$ cat src/rtl/banner_pkg.sv
// banner_pkg: PS/2 make codes, symbol geometry and helpers shared by the banner scroller.
package banner_pkg;
   localparam int SYM_W = 5;
   typedef logic [SYM_W-1:0] sym_t;
   localparam logic [7:0] KC_GO      = 8'h34;
   localparam logic [7:0] KC_PAUSE   = 8'h4D;
   localparam logic [7:0] KC_DIR     = 8'h23;
   localparam logic [7:0] KC_BKSP    = 8'h66;
   localparam logic [7:0] KC_DP      = 8'h49;
   localparam logic [7:0] KC_FAST    = 8'h79;
   localparam logic [7:0] KC_SLOW    = 8'h7B;
   localparam logic [7:0] KC_RESTORE = 8'h2D;
   localparam logic [7:0] KC_D0      = 8'h45;
   localparam logic [7:0] KC_D1      = 8'h16;
   localparam logic [7:0] KC_D2      = 8'h1E;
   localparam logic [7:0] KC_D3      = 8'h26;
   localparam logic [7:0] KC_D4      = 8'h25;
   localparam logic [7:0] KC_D5      = 8'h2E;
   localparam logic [7:0] KC_D6      = 8'h36;
   localparam logic [7:0] KC_D7      = 8'h3D;
   localparam logic [7:0] KC_D8      = 8'h3E;
   localparam logic [7:0] KC_D9      = 8'h46;
   // returns {hit, nibble}; hit is 0 for non-digit codes
   function automatic logic [4:0] dig_decode(input logic [7:0] code);
      case (code)
         KC_D0: return 5'h10;
         KC_D1: return 5'h11;
         KC_D2: return 5'h12;
         KC_D3: return 5'h13;
         KC_D4: return 5'h14;
         KC_D5: return 5'h15;
         KC_D6: return 5'h16;
         KC_D7: return 5'h17;
         KC_D8: return 5'h18;
         KC_D9: return 5'h19;
         default: return 5'h00;
      endcase
   endfunction
   function automatic sym_t rst_sym(input int i);
      return SYM_W'(i % 16);
   endfunction
endpackage

$ cat src/rtl/banner_tick_gen.sv
// banner_tick_gen: speed-scaled period counter; ticks when cnt reaches TICK_MAX >> speed.
module banner_tick_gen #(
   parameter int TICK_MAX = 15_000_000,
   parameter int CNT_W    = 25
) (
   input  logic       clk,
   input  logic       rst_n,
   input  logic       en,
   input  logic [1:0] speed,
   input  logic [1:0] speed_nxt,
   input  logic       speed_chg,
   output logic       tick
);
   logic [CNT_W-1:0] cnt;
   logic [CNT_W-1:0] p;
   logic [CNT_W-1:0] p_nxt;
   assign p     = CNT_W'(TICK_MAX >> speed);
   assign p_nxt = CNT_W'(TICK_MAX >> speed_nxt);
   assign tick  = en && cnt == p;
   // a shorter period that cnt has already passed restarts the count instead of ticking
   always_ff @(posedge clk or negedge rst_n)
      if (!rst_n) cnt <= '0;
      else if (speed_chg && cnt > p_nxt) cnt <= '0;
      else if (tick) cnt <= '0;
      else if (en) cnt <= cnt + 1'b1;
endmodule

$ cat src/rtl/banner_scroller.sv
// banner_scroller: circular seven-segment banner with scroll, edit and speed commands
// taken from a valid/ready stream of PS/2 make codes.
module banner_scroller
   import banner_pkg::*;
#(
   parameter int DIGITS   = 6,
   parameter int LEN      = 10,
   parameter int SYM_W    = 5,
   parameter int TICK_MAX = 15_000_000,
   parameter int CNT_W    = 25
) (
   input  logic                    clk,
   input  logic                    rst_n,
   input  logic                    cmd_valid,
   input  logic [7:0]              cmd_data,
   output logic                    cmd_ready,
   output logic [DIGITS*SYM_W-1:0] digits,
   output logic                    running,
   output logic                    dir,
   output logic [1:0]              speed
);
   logic [SYM_W-1:0] sym [LEN];
   logic             tick;
   logic             acc;
   logic [4:0]       dig;
   logic [1:0]       speed_nxt;
   assign cmd_ready = !tick;
   assign acc       = cmd_valid && cmd_ready;
   assign dig       = dig_decode(cmd_data);
   assign speed_nxt = !acc ? speed :
                      (cmd_data == KC_FAST && speed != 2'd3) ? speed + 2'd1 :
                      (cmd_data == KC_SLOW && speed != 2'd0) ? speed - 2'd1 : speed;
   banner_tick_gen #(.TICK_MAX(TICK_MAX), .CNT_W(CNT_W)) u_tick (
      .clk      (clk),
      .rst_n    (rst_n),
      .en       (running),
      .speed    (speed),
      .speed_nxt(speed_nxt),
      .speed_chg(speed_nxt != speed),
      .tick     (tick)
   );
   always_comb
      for (int k = 0; k < DIGITS; k++) digits[k*SYM_W +: SYM_W] = sym[DIGITS-1-k];
   // tick and accept are mutually exclusive, so rotation and edits never share an edge
   always_ff @(posedge clk or negedge rst_n)
      if (!rst_n) begin
         for (int i = 0; i < LEN; i++) sym[i] <= SYM_W'(rst_sym(i));
         running <= 1'b0;
         dir     <= 1'b0;
         speed   <= 2'd0;
      end else begin
         speed <= speed_nxt;
         if (tick)
            for (int i = 0; i < LEN; i++) sym[i] <= dir ? sym[(i+LEN-1)%LEN] : sym[(i+1)%LEN];
         else if (acc) begin
            if (dig[4]) begin
               sym[0] <= {{(SYM_W-4){1'b0}}, dig[3:0]};
               for (int i = 1; i < LEN; i++) sym[i] <= sym[i-1];
            end
            case (cmd_data)
               KC_GO:    running <= 1'b1;
               KC_PAUSE: running <= 1'b0;
               KC_DIR:   dir <= !dir;
               KC_DP:    sym[0][SYM_W-1] <= !sym[0][SYM_W-1];
               KC_BKSP: begin
                  for (int i = 0; i < LEN-1; i++) sym[i] <= sym[i+1];
                  sym[LEN-1] <= '0;
               end
               KC_RESTORE:
                  for (int i = 0; i < LEN; i++) sym[i] <= SYM_W'(rst_sym(i));
               default: ;
            endcase
         end
      end
endmodule
$ cat config.mk
export PLATFORM = sky130hd
export DESIGN_NAME = banner_scroller
export DESIGN_NICKNAME = d
export VERILOG_FILES = /design/src/rtl/banner_pkg.sv /design/src/rtl/banner_tick_gen.sv /design/src/rtl/banner_scroller.sv
export SDC_FILE = /design/constraint.sdc
export NUM_CORES = 1
export LEC_CHECK = 0
export CAP_MARGIN = 20
export CELL_PAD_IN_SITES_DETAIL_PLACEMENT = 1
export CELL_PAD_IN_SITES_GLOBAL_PLACEMENT = 1
export CORE_MARGIN = 4
export CORE_UTILIZATION = 49
export DETAILED_ROUTE_END_ITERATION = 10
export HOLD_SLACK_MARGIN = 0.05
export PLACE_DENSITY_LB_ADDON = 0.1
export SYNTH_ARGS = -nofsm -noshare
export SYNTH_HDL_FRONTEND = slang
export SYNTH_HIERARCHICAL = 1
export SYNTH_SLANG_ARGS = --single-unit
$ cat constraint.sdc
create_clock -name clk -period 11.4 [get_ports clk]
set_input_delay 2.85 -clock clk [delete_from_list [all_inputs] [get_ports clk]]
set_output_delay 2.85 -clock clk [all_outputs]
set_load 0.01 [all_outputs]
; ---- After elaboration in Yosys (flattened, before gate mapping)
; Index checks and enable logic that the tools add are counted.
[totals]
ff_bits = 79
word_cells = 84
[op_classes]
addsub = 3
n_lt_le_gt_ge = 1
eq_ne = 21
shifts = 2
mux = 23
bitwise_logic = 1
n_reduce_logical = 18
[op_table]
columns = operator, n
row1 = 50-bit two-way mux, 3
row2 = 49-bit one-hot mux with 2 select lines, 1
row3 = 25-bit two-way mux, 3
row4 = "8-bit by 6-bit == test with 1-bit output, second input constant", 9
row5 = "8-bit by 7-bit == test with 1-bit output, second input constant", 7
row6 = 5-bit two-way mux, 10
row7 = 5-bit one-hot mux with 10 select lines, 1
row8 = "24-bit by 2-bit right shift with 25-bit output, first input constant", 2
row9 = "25-bit by 1-bit adder with 25-bit output, second input constant", 1
row10 = 25-bit == test, 1
row11 = 25-bit greater-than comparator, 1
row12 = "8-bit by 5-bit == test with 1-bit output, second input constant", 2
row13 = 2-bit two-way mux, 3
row14 = 3-bit AND reduction, 2
row15 = 2-bit nonzero test, 3
row16 = 1-bit logical AND, 5
row17 = 5-bit nonzero test, 1
row18 = 2-bit AND reduction, 2
row19 = 4-bit nonzero test, 1
row20 = 1-bit logical NOT, 3
row21 = 1-bit one-hot mux with 3 select lines, 1
row22 = 3-bit nonzero test, 1
row23 = "2-bit by 1-bit adder with 2-bit output, second input constant", 1
row24 = 2-bit != test, 1
row25 = 4 further kinds, 4

; ---- Logic depth before layout (Yosys ltp)
[depth]
word_depth = 10
depth_mapped = 24

; ---- Cells and area by module
; Netlist, hierarchy kept.
[modules_own_cells]
columns = mod, n_inst, cells_per_inst, area_per_inst_um2
row1 = banner_scroller, 1, 386, 3439.5
row2 = banner_tick_gen, 1, 243, 2264.7

; ---- Worst setup path before layout
; No wires, ideal clock.
[synth_path]
path_kind = in2reg
from = in cmd_data[4]
to = reg u_tick.cnt[15]
arrival_ps = 6817
required_time_ps = 11272
path_slack_ps = 4455
path_stages = 15
path_buffers = 3
path_cell_list = clkbuf_1 > nand3_1 > or3_1 > a2111oi_2 > o21ai_0 > inv_1 > ha_1 > buf_2 > inv_1 > ha_1 > nand4b_1 > or4_4 > o32ai_4 > buf_6 > nor3_2
[synth_via]
elab_chain_cells = 9
[synth_rtl]
columns = item, line_no
row1 = start: declaration, banner_scroller.sv:15  ; input logic [7:0] cmd_data,
row2 = 8-bit by 7-bit == test with 1-bit output, banner_scroller.sv:32  ; (cmd_data == KC_SLOW && speed != 2'd0) ? speed - 2'd1 : speed;
row3 = 1-bit logical AND, banner_scroller.sv:32
row4 = 2-bit two-way mux, banner_scroller.sv:32
row5 = 2-bit two-way mux *, banner_scroller.sv:31  ; (cmd_data == KC_FAST && speed != 2'd3) ? speed + 2'd1 :
row6 = 2-bit two-way mux *, banner_scroller.sv:30  ; assign speed_nxt = !acc ? speed :
row7 = via speed_nxt[1], banner_scroller.sv:26  ; logic [1:0] speed_nxt;
row8 = 24-bit by 2-bit right shift with 25-bit output, banner_tick_gen.sv:18  ; assign p_nxt = CNT_W'(TICK_MAX >> speed_nxt);
row9 = 25-bit greater-than comparator, banner_tick_gen.sv:23  ; else if (speed_chg && cnt > p_nxt) cnt <= '0;
row10 = 1-bit logical AND *, banner_tick_gen.sv:23
row11 = 3-bit nonzero test (no line) or 25-bit two-way mux (tied branches), n/a
row12 = end signal: assignment, banner_tick_gen.sv:25  ; else if (en) cnt <= cnt + 1'b1;
row13 = end: declaration, banner_tick_gen.sv:14  ; logic [CNT_W-1:0] cnt;
; The timed path passes the listed nets; every way through them passes the cells marked *.
; A chain may end at the register's enable or synchronous reset.

; ---- Worst setup path in the final report
[layout_path]
from = in cmd_data[3]
to = reg u_tick.cnt[8]
; The elaborated chain is that of the path after synthesis.

==> results_dict.tcl <==
set metrics [dict create \
    synthFlopType "dfrtp_1" \
    wl_met3_um 729 \
    rsz0062_at_grt "no" \
    cts_tree "built" \
    crit_chain "clkdlybuf4s50_1 -> nand3_1 -> or3_1 -> a2111oi_2 -> o21ai_0 -> inv_1 -> ha_1 -> inv_1 -> ha_1 -> nand4b_1 -> or4_4 -> o32ai_4 -> buf_4 -> nor3b_1" \
    drt-met1-wl_um 8110 \
    status "complete, no violations" \
    setup_viol 0 \
    topRoutingLayerUsed "met4" \
    yosys.area_share.simple_pct 21.4 \
    drt_iter0_markers 375 \
    fin_skew_ns 0.0108 \
    clkLatencyLatePin_ns 0.35 \
    tightestPinTransition_ns 1.08 \
    slowest_delay_ns 0.86 \
    dp_hpwl_um 10900 \
    wire_per_inst_um 20.9 \
    cp-start-kind "primary input" \
    synth.mux.area_fraction_pct 4.21 \
    numCtsBuffers 9 \
    io_pins 46 \
    n_fill_cell 1311 \
    power.density_mw_per_mm2 200 \
    fin_nets 653 \
    ant_nets 0 \
    synth_compound_area_share_pct 18.0 \
    finish.instance_area_mm2 0.00625 \
    hold_path.class "register to register" \
    cp-end-kind "register" \
    clk_path_buf_depth 2 \
    diodes 0 \
    hold_buffers 0 \
    crit_type "primary input to register" \
    die_h_um 116 \
    synthAdderAreaFrac_pct 5.88 \
    die_x_um 116 \
    crit_arrival_ns 8.29 \
    drt-pass1-iter-count 4 \
    antenna_found_initial 0 \
    gr-usage-all-layers_pct 25.1 \
    netlist_area_mm2 0.00570 \
    synth_edf_count 0 \
    io_buffers 45 \
    slew_violations 0 \
    via_count 4769 \
    wl_met2_um 6840 \
    synth.yosys.seq_area_share_pct 35.0 \
    totalWireLength_um 16000 \
    cts-resized-gates 0 \
    ys_async_sr_fraction_pct 100 \
    power.leakage_nw 2.36 \
    synthCells 629 \
    period_needed_ns 8.10 \
    syn_nets 666 \
    hold_viol 0 \
    ys_seq_elements 79 \
    ys_types 65 \
    root_buffer "clkbuf_16" \
    final_cell_mix "dfrtp_1, nor2_1, clkdlybuf4s50_1" \
    synthXorXnorAreaFrac_pct 5.99 \
    ir_worst_vdd_v 0.000128 \
    clkSinkCount 79 \
    synth_top_family_by_area "simple AND/OR/NAND/NOR gates" \
    final_common_cell "dfrtp_1" \
    cp_slowest_cell "clkdlybuf4s50_1" \
    post_cts_buffers 0 \
    cts.htree.levels 3 \
    yosys-top-cells-area "dfrtp_1, dfstp_2, ha_1, buf_4, a22oi_1" \
    grt_pass1_wl_um 26400 \
    yosysWarnings 6 \
    start_util_pct 50.0 \
    dpl.cell_count 747 \
    drive_above_1_share_pct 13.5 \
    post-route-drc-count 0 \
    viasPerCell 6.24 \
    grt_overflow 0 \
    finalNonFillerCells 764 \
    avgSynthCellArea_um2 9.07 \
    clk_pin_slew_worst_paths_ns 0.06 \
    fin_setup_tns_ns 0 \
    critPathRequiredTime_ns 11.59 \
    slew_headroom_pct 28.0 \
    worstPathMaxFanout 25 \
    core-area_mm2 0.0114 \
    syn_to_final_growth_pct 9.65 \
    max_cap_viol_count 0 \
    synth_top_area_share_pct 28.1 \
    gp_congestion 0.890 \
    grt_pass1_vias 4922 \
    fin_crit_sh_pct 71.0 \
    rows 39 \
    grt_max_degree 80 \
    yosysTopAreaCell "dfrtp_1" \
    fp.dieArea_mm2 0.0134 \
    timing.fmax_mhz 123 \
    placed_area_mm2 0.00593 \
]
-- worst max-delay path: cells and delay by family --
family | cells | cell delay (ns)
simple gates | 5 | 1.50
compound gates | 3 | 1.43
buf+inv | 4 | 1.75
fa+ha+maj | 2 | 0.73
-- where the power goes --
| group | internal (mW) | total [mW] | switching (mW) |
|---|---|---|---|
| Combinational | 0.227 | 0.412 | 0.185 |
| Clock | 0.176 | 0.299 | 0.123 |
| Sequential | 0.392 | 0.539 | 0.147 |
| Total | 0.795 | 1.25 | 0.455 |
-- state kept, by name, indices dropped and copies added (netlist names) --
| signal | cells |
|---|---|
| digits | 30 |
| running | 1 |
| speed | 2 |
| dir | 1 |
| sym | 20 |
| u_tick/cnt | 25 |
-- synth_stat cells, types with 4 or more instances --
library cell,count
o211ai_1,4
nand2_1,40
o21ai_0,9
buf_2,19
a211oi_1,9
nand3_1,18
o21ai_1,4
dfstp_2,15
nor3b_1,5
nand3b_1,4
a31oi_1,16
ha_1,26
nor2_1,59
nor4_1,5
o221ai_1,12
nand2b_1,8
mux2_2,14
nor2b_1,6
mux2i_1,6
inv_1,22
nand4_1,11
clkbuf_1,17
dfrtp_1,64
nor4bb_1,5
nor3_1,14
buf_4,36
nor3_2,17
a21oi_1,38
xnor2_1,19
or3_1,6
a22oi_1,31
xor2_1,20
-- through the flow --
| step | worst slack [ns] | utilization, % | hold slack (ns) | power, mW |
|---|---|---|---|---|
| detailed placement | 3.01 | 51.9 | 0.490 | 0.949 |
| global route | 2.93 | 54.8 | 0.530 | 1.34 |
| CTS | 3.36 | 54.5 | 0.502 | 1.25 |
| finish | 3.30 | 54.8 | 0.504 | 1.25 |
| global placement | 3.32 | 51.9 | 0.468 | 0.921 |
| floorplan | 4.45 | - | 0.457 | 0.816 |
-- routing by layer --
| metal | track usage (%) | vias up |
|---|---|---|
| met5 | 0 | - |
| met4 | 8.04 | 0 |
| met3 | 4.28 | 20 |
| met2 | 36.0 | 116 |
| met1 | 38.4 | 2402 |
| li1 | - | 2231 |
-- path summary, 6_finish.rpt --
kind,start,end,slack [ns],cells past startpoint
setup / recovery,cmd_data[3],u_tick/cnt[8],3.30,14
max in group asynchronous,rst_n,sym[0],8.30,2
setup reg to reg,speed[1],u_tick/cnt[8],4.58,21
min in group asynchronous,rst_n,digits[8],2.45,1
hold reg to reg,sym[10],sym[10],0.50,2
hold / removal,sym[10],sym[10],0.50,2
-- final cells by class --
cell class	instances	area [µm²]	area share, %
clock inverter	5	56.3	0.900
clock buffer	11	243	3.88
tap	143	179	2.86
timing repair buffer	52	520	8.32
multi-input combinational	451	3170	50.8
inverter	23	86.3	1.38
sequential	79	2000	31.9
-- logic make-up (layout without fill, tap and decap cells) --
logic type / Yosys count / count (layout)
buffers and inverters: 99 / 91
flip-flops: 79 / 79
AO/OA/AOI/OAI: 146 / 146
adder cells (fa/ha/maj): 27 / 27
AND/OR/NAND/NOR: 217 / 217
multiplexers: 22 / 22
XOR/XNOR: 39 / 39
Note: power is estimated with default switching activity, not from simulation.
